## src/rtl/mem_end_pkg.sv

```systemverilog
// Shared definitions for the memory-end tracker.
// State encodings and a constant-width helper.
package mem_end_pkg;

    localparam logic [1:0] ST_RUN   = 2'd0;
    localparam logic [1:0] ST_DRAIN = 2'd1;
    localparam logic [1:0] ST_DONE  = 2'd2;

    // Ceiling log2, usable in constant expressions.
    function automatic int clog2(input int n);
        int r;
        r = 0;
        while ((1 << r) < n) begin
            r++;
        end
        return r;
    endfunction

endpackage

```

## src/rtl/mem_end_if.sv

```systemverilog
// Handshake bundle between control, memory port and the exit sync block.
// The tracker uses the slave view; its environment uses the master view.
interface mem_end_if #(
    parameter int NUM_CTRL    = 2,
    parameter int NUM_STORES  = 2,
    parameter int COUNT_WIDTH = 16
);

    logic [NUM_CTRL-1:0]             ctrl_valid;
    logic [NUM_CTRL*COUNT_WIDTH-1:0] ctrl_data;
    logic [NUM_CTRL-1:0]             ctrl_ready;
    logic [NUM_STORES-1:0]           st_done;
    logic                            ctrlEnd_valid;
    logic                            ctrlEnd_ready;
    logic                            memEnd_valid;
    logic                            memEnd_ready;
    logic                            err;

    modport master (
        output ctrl_valid, ctrl_data, st_done,
        output ctrlEnd_valid, memEnd_ready,
        input  ctrl_ready, ctrlEnd_ready, memEnd_valid, err
    );

    modport slave (
        input  ctrl_valid, ctrl_data, st_done,
        input  ctrlEnd_valid, memEnd_ready,
        output ctrl_ready, ctrlEnd_ready, memEnd_valid, err
    );

endinterface

```

## src/rtl/popcount_n.sv

```systemverilog
// Combinational population count of a strobe vector.
// Output is wide enough to hold SIZE.
module popcount_n
    import mem_end_pkg::*;
#(
    parameter  int SIZE = 2,
    localparam int OW   = (clog2(SIZE + 1) < 1) ? 1 : clog2(SIZE + 1)
) (
    input  logic [SIZE-1:0] bits_i,
    output logic [OW-1:0]   count_o
);

    // Sum the individual strobe bits.
    always_comb begin
        count_o = '0;
        for (int i = 0; i < SIZE; i++) begin
            count_o = count_o + OW'(bits_i[i]);
        end
    end

endmodule

```

## src/rtl/mem_end_tracker.sv

```systemverilog
// Counts announced stores against retired stores and raises memEnd
// once control has ended and nothing is outstanding.
module mem_end_tracker
    import mem_end_pkg::*;
#(
    parameter int NUM_CTRL    = 2,
    parameter int NUM_STORES  = 2,
    parameter int COUNT_WIDTH = 16
) (
    input  logic     clk,
    input  logic     rst,
    mem_end_if.slave bus
);

    localparam int CW  = COUNT_WIDTH;
    localparam int SW  = CW + clog2(NUM_CTRL + 1);
    localparam int NW  = SW + 1;
    localparam int PW0 = clog2(NUM_STORES + 1);
    localparam int PW  = (PW0 < 1) ? 1 : PW0;

    logic [1:0]          state_q, state_d;
    logic [CW-1:0]       pending_q, pending_d;
    logic                err_q, err_d;

    logic                ctrl_rdy;
    logic                end_rdy;
    logic                end_hs;
    logic [NUM_CTRL-1:0] accept;
    logic [SW-1:0]       sum;
    logic [PW-1:0]       done_cnt;
    logic [NW-1:0]       total;
    logic [NW-1:0]       diff;
    logic [CW-1:0]       pend_next;
    logic                clip;

    popcount_n #(.SIZE(NUM_STORES)) u_pop (
        .bits_i  (bus.st_done),
        .count_o (done_cnt)
    );

    // Readies are held low while reset is asserted.
    assign ctrl_rdy = rst && (state_q != ST_DONE);
    assign end_rdy  = rst && (state_q == ST_RUN);
    assign end_hs   = bus.ctrlEnd_valid && end_rdy;
    assign accept   = bus.ctrl_valid & {NUM_CTRL{ctrl_rdy}};

    assign bus.ctrl_ready    = {NUM_CTRL{ctrl_rdy}};
    assign bus.ctrlEnd_ready = end_rdy;
    assign bus.memEnd_valid  = (state_q == ST_DONE);
    assign bus.err           = err_q;

    // Adder tree over accepted control channels.
    always_comb begin
        sum = '0;
        for (int i = 0; i < NUM_CTRL; i++) begin
            if (accept[i]) begin
                sum = sum + SW'(bus.ctrl_data[i*CW +: CW]);
            end
        end
    end

    // Net arrivals and retirements, saturating to the counter range.
    always_comb begin
        total     = NW'(pending_q) + NW'(sum);
        diff      = '0;
        pend_next = '0;
        clip      = 1'b0;
        if (total < NW'(done_cnt)) begin
            clip = 1'b1;
        end else begin
            diff = total - NW'(done_cnt);
            if (diff > NW'({CW{1'b1}})) begin
                pend_next = {CW{1'b1}};
                clip      = 1'b1;
            end else begin
                pend_next = diff[CW-1:0];
            end
        end
    end

    // Next state, pending count and sticky error.
    always_comb begin
        state_d   = state_q;
        pending_d = pend_next;
        err_d     = err_q || clip ||
                    ((state_q == ST_DRAIN) && (|accept));
        case (state_q)
            ST_RUN: begin
                if (end_hs) begin
                    state_d = (pend_next == '0) ? ST_DONE : ST_DRAIN;
                end
            end
            ST_DRAIN: begin
                if (pend_next == '0) begin
                    state_d = ST_DONE;
                end
            end
            ST_DONE: begin
                if (bus.memEnd_ready) begin
                    state_d = ST_RUN;
                end
            end
            default: state_d = ST_RUN;
        endcase
    end

    // State register with synchronous active-low reset.
    always_ff @(posedge clk) begin
        if (!rst) begin
            state_q   <= ST_RUN;
            pending_q <= '0;
            err_q     <= 1'b0;
        end else begin
            state_q   <= state_d;
            pending_q <= pending_d;
            err_q     <= err_d;
        end
    end

endmodule

```

## src/flat_wrapper.sv

```systemverilog
// flat-port wrapper written by rule: the top's interface ports become plain ports
module mem_end_tracker_flat import mem_end_pkg::*;
#(
    parameter int NUM_CTRL    = 2,
    parameter int NUM_STORES  = 2,
    parameter int COUNT_WIDTH = 16
)
  (clk, rst, bus_ctrl_valid, bus_ctrl_data, bus_st_done, bus_ctrlEnd_valid, bus_memEnd_ready, bus_ctrl_ready, bus_ctrlEnd_ready, bus_memEnd_valid, bus_err);
  mem_end_if #(.NUM_CTRL(NUM_CTRL), .NUM_STORES(NUM_STORES), .COUNT_WIDTH(COUNT_WIDTH)) bus_i ();
  input  logic clk;
  input  logic rst;
  input wire logic [$bits(bus_i.ctrl_valid)-1:0] bus_ctrl_valid;
  input wire logic [$bits(bus_i.ctrl_data)-1:0] bus_ctrl_data;
  input wire logic [$bits(bus_i.st_done)-1:0] bus_st_done;
  input wire logic [$bits(bus_i.ctrlEnd_valid)-1:0] bus_ctrlEnd_valid;
  input wire logic [$bits(bus_i.memEnd_ready)-1:0] bus_memEnd_ready;
  output wire logic [$bits(bus_i.ctrl_ready)-1:0] bus_ctrl_ready;
  output wire logic [$bits(bus_i.ctrlEnd_ready)-1:0] bus_ctrlEnd_ready;
  output wire logic [$bits(bus_i.memEnd_valid)-1:0] bus_memEnd_valid;
  output wire logic [$bits(bus_i.err)-1:0] bus_err;
  assign bus_i.ctrl_valid = bus_ctrl_valid;
  assign bus_i.ctrl_data = bus_ctrl_data;
  assign bus_i.st_done = bus_st_done;
  assign bus_i.ctrlEnd_valid = bus_ctrlEnd_valid;
  assign bus_i.memEnd_ready = bus_memEnd_ready;
  assign bus_ctrl_ready = bus_i.ctrl_ready;
  assign bus_ctrlEnd_ready = bus_i.ctrlEnd_ready;
  assign bus_memEnd_valid = bus_i.memEnd_valid;
  assign bus_err = bus_i.err;
  mem_end_tracker #(.NUM_CTRL(NUM_CTRL), .NUM_STORES(NUM_STORES), .COUNT_WIDTH(COUNT_WIDTH)) u_core (.clk(clk), .rst(rst), .bus(bus_i));
endmodule
```

## config.mk

```make
export PLATFORM = sky130hd
export DESIGN_NAME = mem_end_tracker_flat
export DESIGN_NICKNAME = d
export VERILOG_FILES = /design/src/rtl/mem_end_pkg.sv /design/src/rtl/mem_end_if.sv /design/src/rtl/popcount_n.sv /design/src/rtl/mem_end_tracker.sv /design/src/flat_wrapper.sv
export SDC_FILE = /design/constraint.sdc
export NUM_CORES = 1
export LEC_CHECK = 0
export ABC_AREA = 1
export CAP_MARGIN = 20
export CORE_UTILIZATION = 50
export DETAILED_ROUTE_END_ITERATION = 10
export GPL_TIMING_DRIVEN = 0
export PLACE_DENSITY = 0.74
export SYNTH_ARGS = -nofsm -noshare
export SYNTH_HDL_FRONTEND = slang
export SYNTH_HIERARCHICAL = 1
export SYNTH_SLANG_ARGS = --single-unit
```

## constraint.sdc

```tcl
create_clock -name clk -period 15.65 [get_ports clk]
set_input_delay 3.13 -clock clk [delete_from_list [all_inputs] [get_ports clk]]
set_output_delay 3.13 -clock clk [all_outputs]
set_load 0.01 [all_outputs]
```

==> results of run 1 <==
[synth_stat cells, types with 6 or more instances]
cell type    n
inv_1       73
nand4_1      9
dfxtp_1     19
nand2_1    160
ha_1        31
xor2_1      14
nand2_2     12
o21ai_0     19
o21a_1       6
nor2_1      63
xnor2_1      9
a21oi_1     26
nand3_1     48
[per-layer routing]
metal,share of wire,track usage,routed length [um]
met1,0.45,0.342,4000
met2,0.47,0.492,4220
met3,0.056,0.0341,498
met4,0.025,0.0793,228
met5,0,0,0
[metrics by stage]
step	hold WS [ns]	power, uW	setup slack (ns)	instances	instance area, um^2
4_1_cts	0.613	465	6.44	676	3830
3_3_place_gp	0.611	421	6.21	672	3780
5_1_grt	0.627	517	5.75	676	3830
6_report	0.599	468	6.31	676	3830
3_5_place_dp	0.596	429	6.18	672	3780
2_1_floorplan	0.599	346	7.93	551	3250
[cell type report]
type,instances,share of cell area
Clock buffer,4,0.0118
Tap cell,77,0.0252
Buffer,10,0.0167
Multi-Input combinational cell,443,0.654
Sequential cell,19,0.0993
Timing Repair Buffer,44,0.115
Inverter,79,0.0778
[cell families after synthesis]
logic type,share of synthesized area
xor gates and xnor gates,0.0705
buffers and inverters,0.111
adders and majority gates,0.138
and+or+nand+nor,0.443
AOI/OAI and AO/OA,0.120
DFF,0.117
[sequential cells by signal (all words and copies together) (netlist names)]
name and count:
u_core/state_q 2, u_core/pending_q 16, u_core/bus.err 1
[power groups by stage]
stage	clock network, uW	registers [uW]	logic, uW
floorplan	0	73.5	272
global placement	0	74.4	347
CTS	34.4	74.2	356
detailed placement	0	75.3	354
global route	36.4	75.8	404
finish	33.6	74.0	360
[worst max-delay path: cells and delay by family]
kind                       cells  cell delay [ns]
AOI/OAI and AO/OA              7             1.33
xor gates and xnor gates       2             0.48
and+or+nand+nor               23             2.45
adders and majority gates      2             0.67
buffers and inverters          5             1.44
[path summary, 6_finish.rpt]
path / startpoint / end / slack (ns) / depth (start not counted)
worst max register to register: u_core/state_q[1] / u_core/state_q[1] / 9.18 / 39
worst min register to register: u_core/bus.err / u_core/bus.err / 0.60 / 2
worst min-delay path: u_core/bus.err / u_core/bus.err / 0.60 / 2
worst max-delay path: rst / u_core/state_q[1] / 6.31 / 39
==> flow_summary.ini, run 1 <==
[run_status]
outcome = complete, no violations

[timing]
maxSlewViolCount = 0
fmax_mhz = 107
setup_viol = 0
rsz0062_at_grt = no
hold_violations = 0
period_needed_ns = 9.34
worst_pin_slew_ns = 0.577
finalCritPeriodShare = 0.597
tns_ns = 0
skew_ns = 0.00330
relSlewSlack = 0.615

[place]
port_buffers = 44
place_hpwl_um = 7600
routabilityCongestion = 0.926

[final_layout]
final_util = 0.607
drive_above_1_share = 0.0751
layout_commonest_cell = nand2_1
layout_common_cells = nand2_1 (160), inv_1 (73), nor2_1 (63)
final_nets = 674
multiInputGateArea_mm2 = 0.00251
syn_to_final_growth_pct = 17.9
seqCellArea_um2 = 380
fillers = 643
n_antenna_cell = 0

[yosys]
synthArstFlopShare = 0
synth_cell_types = 42
syn_avg_cell_area_um2 = 5.89
syn_nets = 625
synth_top_area_share = 0.185
synth_edf_count = 0
ys_seq_elements = 19
yosysWarnings = 6
synth_ff_type = dfxtp_1
synthesis.area_mm2 = 0.00325
synth_area_leaders = nand2_1 (18%), ha_1 (12%), dfxtp_1 (12%), inv_1 (8.4%), nand3_1 (7.4%)
yosysTopAreaCell = nand2_1
syn_inst = 551
yosysSeqAreaShare = 0.117

[pwr]
power.share.combinational = 0.770
power_density_mw_per_mm2 = 122
internal_power_uw = 216
switching_share = 0.538
clkPwrFrac = 0.072
p_leak_uw = 0.00201
peakVddDrop_mv = 0.0834
pwr-share-seq = 0.158
switchingPower_uw = 252

[grt]
grt_overflow = 0
antenna_found_initial = 0
grt_max_degree = 11
grt_pass1_vias = 3272
grt_use_total = 0.275
grt_pass1_wl_um = 14400

[critical_path]
cp.required_ns = 15.83
worst_path_most_repeated_cell = nand2_1
slowest_stage = clkdlybuf4s50_1
setup.worst_path.class = input pin to flip-flop
cp.arrival_ns = 9.52
critPathMaxStageDelay_ns = 0.49
cp_max_fo = 10
worstSetupEndpointType = flip-flop
critPathLaunchType = input pin

[routing]
vias_per_cell = 5.30
drtAntennaViolNets = 0
drc = 0
routed-via-count = 3585
wl_per_cell_um = 13.2
firstDrtPassIters = 5
wirelength_um = 8940
dr.first_iter.drc_count = 192

[cts]
cts_num_sinks = 19
cts_root_buffer = clkbuf_8
numCtsBuffers = 3
hold_buffers = 0
cts_tree = built
cts-resized-gates = 0
cts_buffer_depth = 2
worstSkewPairLatency_ns = 0.25
post_cts_buffers = 0
path_clk_slew_ns = 0.07
cts.htree.levels = 1

[die]
core_area_mm2 = 0.00631
die_h_um = 82.6
num_rows = 29
start_util = 0.514
die_area_mm2 = 0.00682
ios = 45
die_w_um = 82.6

[min_path]
min_path_type = flip-flop to flip-flop

[flow_run]
maxCapViolations = 0
Note: power is estimated with default switching activity, not from simulation.
==> run 2: changes to the inputs <==
==> constraint.sdc (replaced) <==
create_clock -name clk -period 9.3 [get_ports clk]
set_input_delay 1.86 -clock clk [delete_from_list [all_inputs] [get_ports clk]]
set_output_delay 1.86 -clock clk [all_outputs]
set_load 0.01 [all_outputs]
==> results of run 2 <==
Same layout as run 1 (identical final DEF). Status: complete, no violations.
Among the figures that moved: setup slack after placement 6.18 ns -> 1.10 ns; setup slack after layout 6.31 ns -> 1.23 ns; register-to-register setup slack 9.18 ns -> 2.83 ns; total power 468 uW -> 787 uW; worst IR drop on VDD 0.0834 mV -> 0.140 mV
